==> config.mk <==
export PLATFORM = sky130hd
export DESIGN_NAME = sha_blk_loader
export DESIGN_NICKNAME = d
export VERILOG_FILES = /design/src/rtl/sha_blk_loader.sv
export SDC_FILE = /design/constraint.sdc
export NUM_CORES = 1
export LEC_CHECK = 0
export BUFFER_PORTS_ARGS = -buffer_cell sky130_fd_sc_hd__buf_4
export CAP_MARGIN = 20
export CORE_AREA = 2 2 216 218
export CTS_CLUSTER_DIAMETER = 100
export CTS_CLUSTER_SIZE = 20
export DETAILED_ROUTE_END_ITERATION = 12
export DIE_AREA = 0 0 218 220
export GPL_TIMING_DRIVEN = 1
export HOLD_SLACK_MARGIN = 0.05
export SLEW_MARGIN = 20
export SYNTH_ARGS = -nofsm -noshare
export SYNTH_HDL_FRONTEND = slang
export SYNTH_SLANG_ARGS = --single-unit
==> constraint.sdc <==
create_clock -name clk -period 3.25 [get_ports clk]
set_clock_uncertainty 0.2 [all_clocks]
set_input_delay 0.1625 -clock clk [delete_from_list [all_inputs] [get_ports clk]]
set_output_delay 0.1625 -clock clk [all_outputs]
set_load 0.05 [all_outputs]
==> src/rtl/sha_blk_loader.sv <==
// sha_blk_loader: assembles a word-serial 32-bit message stream into 512-bit blocks
// for the SHA compression core. Word 0 of a block lands in blk[511:480].
// Optional feature: define SHA_LD_PINGPONG_EN for two fill buffers (ping-pong), so one
// buffer can fill while the other is presented. Undefined: a single buffer.
module sha_blk_loader (
  input  logic         clk,
  input  logic         rst,
  input  logic         din_vld,
  input  logic [31:0]  din,
  input  logic         din_first,
  input  logic         blk_ack,
  input  logic         clr_ovf,
  output logic         blk_vld,
  output logic [511:0] blk,
  output logic         blk_init,
  output logic         ovf
);

`ifdef SHA_LD_PINGPONG_EN
  localparam logic PingPong = 1'b1;
`else
  localparam logic PingPong = 1'b0;
`endif

  typedef enum logic [1:0] {StEmpty, StFilling, StFull} buf_st_e;

  // Pointers only toggle in ping-pong builds; single-buffer builds stay on buffer 0.
  buf_st_e          st_q   [2];
  buf_st_e          st_d   [2];
  logic             init_q [2];
  logic             init_d [2];
  logic [15:0][31:0] mem_q [2];
  logic             wr_q, wr_d;
  logic             rd_q, rd_d;
  logic [3:0]       cnt_q, cnt_d;
  logic             ovf_q, ovf_d;
  logic             vld_q, vld_d;
  logic             binit_q, binit_d;
  logic             wr_en;
  logic             ack;
  logic [3:0]       slot;

  // Next-state: buffer states, fill counter, pointers, overflow and presented outputs.
  always_comb begin
    st_d    = st_q;
    init_d  = init_q;
    wr_d    = wr_q;
    rd_d    = rd_q;
    cnt_d   = cnt_q;
    ack     = vld_q & blk_ack;
    // The fill buffer is only FULL when every buffer is FULL, so this is the drop test.
    wr_en   = din_vld & (st_q[wr_q] != StFull);
    slot    = din_first ? 4'd0 : cnt_q;

    if (ack) begin
      st_d[rd_q] = StEmpty;
      rd_d       = rd_q ^ PingPong;
    end

    if (wr_en) begin
      // A restart via din_first simply rewrites slot 0 of the same buffer.
      if (slot == 4'd0) begin
        init_d[wr_q] = din_first;
      end
      cnt_d = slot + 4'd1;
      if (slot == 4'd15) begin
        st_d[wr_q] = StFull;
        wr_d       = wr_q ^ PingPong;
      end else begin
        st_d[wr_q] = StFilling;
      end
    end

    // Set wins over clear.
    ovf_d   = (din_vld & ~wr_en) | (ovf_q & ~clr_ovf);
    vld_d   = (st_d[rd_d] == StFull);
    binit_d = vld_d & init_d[rd_d];
  end

  // Control state and registered outputs; everything clears asynchronously.
  always_ff @(posedge clk or posedge rst) begin
    if (rst) begin
      st_q[0]   <= StEmpty;
      st_q[1]   <= StEmpty;
      init_q[0] <= 1'b0;
      init_q[1] <= 1'b0;
      wr_q      <= 1'b0;
      rd_q      <= 1'b0;
      cnt_q     <= 4'd0;
      ovf_q     <= 1'b0;
      vld_q     <= 1'b0;
      binit_q   <= 1'b0;
    end else begin
      st_q      <= st_d;
      init_q    <= init_d;
      wr_q      <= wr_d;
      rd_q      <= rd_d;
      cnt_q     <= cnt_d;
      ovf_q     <= ovf_d;
      vld_q     <= vld_d;
      binit_q   <= binit_d;
    end
  end

  // Block data storage; contents are don't-care after reset so no reset is applied.
  always_ff @(posedge clk) begin
    if (wr_en) begin
      mem_q[wr_q][4'd15 - slot] <= din;
    end
  end

  assign blk_vld  = vld_q;
  assign blk_init = binit_q;
  assign blk      = mem_q[rd_q];
  assign ovf      = ovf_q;

endmodule

**Word level (Yosys, flattened, before mapping)**

Memories as Yosys holds them, arrays and structs flattened.
Cells that the tools add are included.

- Flip-flop bits (word level): 12
- Latch bits: 0
- Memory bits (writable): 1024
- ROM bits: 0
- Output and inout port bits: 515
- Word-level logic and storage cells: 35
- Memories: 1

Memory list:

| name | depth | bits a word | rd ports | clocked after Yosys merged registers in | wr ports | RTL line | RTL |
|---|---|---|---|---|---|---|---|
| mem_q | 2 | 512 | 1 | 0 | 1 | 32 | `logic [15:0][31:0] mem_q [2];` |

- $add $sub $neg: 2
- Multipliers: 0
- Div/mod/pow operators: 0
- $lt $le $gt $ge: 2
- Equal/unequal tests: 3
- Shifts and indexed selects: 0
- Multiplexer cells: 10
- Bitwise operators: 8
- Reductions and logical operators: 2

Operators with widths:

| operator | count |
|---|---|
| $mux 512 | 1 |
| $demux 32 s4 | 1 |
| $mux 32 | 1 |
| $mux 4 | 4 |
| $and 1x1->1 | 5 |
| $lt 4x5->1 const B | 1 |
| $add 4x1->4 const B | 1 |
| $eq 4x4->1 const B | 1 |
| $ge 4x1->1 const B | 1 |
| $logic_not 4->1 | 1 |
| $mux 2 | 2 |
| $sub 4x4->4 const A | 1 |
| $eq 2x2->1 const B | 1 |
| $ne 2x2->1 const B | 1 |
| $not 1->1 | 2 |
| $logic_and 1x1->1 | 1 |
| $mux 1 | 1 |
| $or 1x1->1 | 1 |

**Depth between registers and ports, before layout**

- Depth after elaboration: 7
- Mapped depth: 4
- Depth with buffers taken out: 3

**Worst setup path before layout**

OpenSTA, ideal clock, no wires.

- Path type: register to register
- From: reg st_q[2] (netlist bit)
- To: mem mem_q[0][320] (netlist bit) (enable)
- Arrival time: 2.257 ns
- Required time: 2.629 ns
- Path slack: 0.372 ns
- Stages on the path, launching flop included: 5
- Buffers on the path: 1
- Cells stage by stage: dfrtp_1 nand2b_1 buf_2 nand4b_1 nor2_1

- Cells in the longest elaborated chain, start to end: 4

Ends and longest elaborated chain:

| item | RTL line | RTL |
|---|---|---|
| start, declared | 28 | `buf_st_e st_q [2];` |
| start signal, assigned | 94 | `st_q <= st_d;` |
| $ne 2x2->1 | 52 | `wr_en = din_vld & (st_q[wr_q] != StFull);` |
| $and 1x1->1 | 52 |  |
| $mux 1 | 107 | `if (wr_en) begin` |
| $mux 512 (implied by the code) | 108 | `mem_q[wr_q][4'd15 - slot] <= din;` |
| end, declared | 32 |  |

No other way between the ends.

**Worst setup path in the final report**

- From: reg st_q[2] (netlist bit)
- To: mem mem_q[0][200] (netlist bit) (enable)

Same word-level chain as after synthesis.

==> summary.md <==
| Metric | Value |
|---|---|
| Startpoint types | `flip-flop` |
| FF-to-FF setup slack | `between 0.6 and 0.7 ns` |
| Synthesized flop and latch total | `approximately 520` |
| Period utilization | `around 82%` |
| PD cells | `~560 mW/mm2` |
| Total Wirelength | `about 47 mm` |
| Root cell of the clock tree | `clkbuf_16` |
| Die extent in x | `about 220 um` |
| Fill cells | `3790` |
| Vias in the first global route | `between 8k and 9k` |
| Gr usage total | `between 10% and 20%` |
| Crit path kind | `reg -> reg` |
| Die height | `220 um` |
| Row count | `approximately 80` |
| CTS H-tree lvls | `1` |
| Worst slack, placed | `about 0.61 ns` |
| Total grt overflow | `0` |
| RSZ-0062 raised after global routing | `false` |
| Post-CTS sizing | `0` |
| Initial antenna violation count | `0` |
| Total negative setup slack | `0 ns` |
| Clk Latency, worst-skew pair | `~0.59 ns` |
| Final hold vios | `0` |
| Via density | `roughly 4.6` |
| Distinct cells, synth | `29` |
| Flip-flop and latch area | `approximately 0.016 mm2` |
| Cts-stage hold buffer count | `40` |
| Status | `completed` |
| TritonCTS buffer count | `30` |
| Net count, final | `roughly 1.3k` |
| Setup violations, final | `0` |
| Clock sinks | `522` |
| Tmin final | `roughly 2.6 ns` |
| CP Max Fanout | `14` |
| EDFF count, synth | `512` |
| Mean post-synth cell area | `approximately 27 um2` |
| 1st-iter DRT viols | `between 600 and 700` |
| Worst EP required | `3.34 ns` |
| Highest Clock Rate | `about 380 MHz` |
| Core box area | `~0.046 mm2` |
| TritonCTS clock tree | `yes` |
| CP arrival | `~2.7 ns` |
| ANT nets after route | `0` |
| Setup bufs post-CTS | `0` |
| P&R area growth vs syn | `40.8%` |
| Leakage | `8.30 nW` |
| WL per Instance | `approximately 25 um` |
| IO Pins | `553` |
| Final Max Slew Viols | `0` |
| Worst hold margin | `around 0.24 ns` |
| Largest net degree at the start of global routing | `33` |
| Sequential share of the synthesized area | `a little over nine tenths` |
| Syn Inst Count | `just under 600` |
| Clk pin slew, worst setup/hold paths | `around 0.08 ns` |
| Hold Crit Class | `in -> reg` |
| Post-synth net total | `about 630` |
| CP Capture Type | `flip-flop` |
| Max cap viols | `0` |
| Rel. slew slack | `40.1%` |
| Final Util | `around half` |
| First-pass GRT wire length | `~62 mm` |
| Worst slew pin tran | `about 0.90 ns` |
| Vias post-DR | `8575` |
| Synth warnings | `0` |
| Drt first pass iters | `5` |
| Worst vdd ir | `slightly above 0.0005 V` |
| Proportion of layout cells with a drive suffix above 1 | `50.0%` |
| Dpl hpwl | `around 31 mm` |
| Post-synth top flop | `edfxtp_1` |
| DRC | `0` |
| Synth async-reset ratio | `under 10%` |
| Inserted Diodes | `0` |
| Clock tree buffer depth | `3` |
| PnR worst setup slack | `~0.6 ns` |
| Multi-input gate area | `~440 um2` |
| Cell area after synthesis | `approximately 0.016 mm2` |
| Global placement routability congestion | `about 0.8` |
| Starting density of the core | `between 30% and 40%` |
| Die area | `between 0.04 and 0.05 mm2` |
| IO buf count | `552` |
-- layout make-up --
type | instances | area share [%]
Sequential cell | 522 | 69.3
Timing Repair Buffer | 619 | 21.3
Clock buffer | 55 | 3.84
Tap cell | 607 | 3.37
Multi-Input combinational cell | 59 | 1.95
Clock inverter | 1 | 0.0888
Inverter | 5 | 0.0833
-- cells in the mapped netlist (2+ instances only) --
library cell  instances  area, um2
edfxtp_1            512      15400
a31oi_1               2       12.5
nand4_1               3       18.8
nor2_1               19       71.3
nand2_1              11       41.3
dfrtp_1              10        250
o211ai_1              3       22.5
inv_1                 5       18.8
buf_2                 2       10.0
nor2b_1               4       25.0
-- cells by family after synthesis --
logic type	share of synthesized area (%)
compound gates	0.594
flops	97.6
buf+inv	0.274
simple gates	1.49
-- registers in the layout, indices dropped and copies added (netlist names) --
register	flops
ovf	1
cnt_q	4
blk_vld	1
init_q	1
blk_init	1
st_q	2
mem_q	512
-- cells in the final DEF, fill, tap and decap left out, types with 2 or more instances in the layout --
master / count
a31oi_1: 2
buf_12: 5
buf_4: 574
clkbuf_1: 24
clkbuf_16: 31
dfrtp_1: 10
dlygate4sd3_1: 40
edfxtp_1: 512
inv_1: 4
nand2_1: 11
nand4_1: 3
nor2_1: 6
nor2_4: 13
nor2b_1: 3
o211ai_1: 3
-- through the flow --
step | cells | power [mW] | area (um2)
5_1_grt | 1868 | 13.1 | 22500
4_1_cts | 1868 | 12.8 | 22500
2_1_floorplan | 590 | 8.44 | 16000
3_5_place_dp | 1772 | 8.95 | 21300
3_3_place_gp | 1772 | 8.94 | 21300
6_report | 1868 | 12.7 | 22500
-- worst max-delay path, cell delays in order, from the launching register on --
cell	delay (ns)
dfrtp_1	0.39
nand2b_1	0.42
nand4b_1	0.55
nor2_4	0.58
buf_12	0.22
-- per-layer routing --
metal,vias up,global-route usage (%),wire length (um)
li1,3661,-,-
met2,446,31.0,23500
met4,0,5.19,1200
met1,4405,23.4,18100
met5,-,0,0
met3,63,4.90,3930
-- power by group --
group / internal, mW / switching, mW / total (mW) / leakage (nW)
clock network: 1.81 / 2.06 / 3.87 / 0.420
logic: 0.294 / 0.873 / 1.17 / 3.13
registers: 7.59 / 0.0722 / 7.66 / 4.75
total: 9.69 / 3.00 / 12.7 / 8.30
-- final timing paths --
check	from	end	cells after the start
max	st_q[2]$_DFF_PP0_	mem_q[0][200]$_DFFE_PP_	4
min	din[10]	mem_q[0][266]$_DFFE_PP_	2
min in group asynchronous	rst	cnt_q[1]$_DFFE_PP0P_	4
max in group asynchronous	rst	st_q[3]$_DFF_PP0_	4
max reg2reg	st_q[2]$_DFF_PP0_	mem_q[0][200]$_DFFE_PP_	4
min reg2reg	init_q[1]$_DFF_PP0_	init_q[1]$_DFF_PP0_	2
Power figures use the tool's default switching activity.
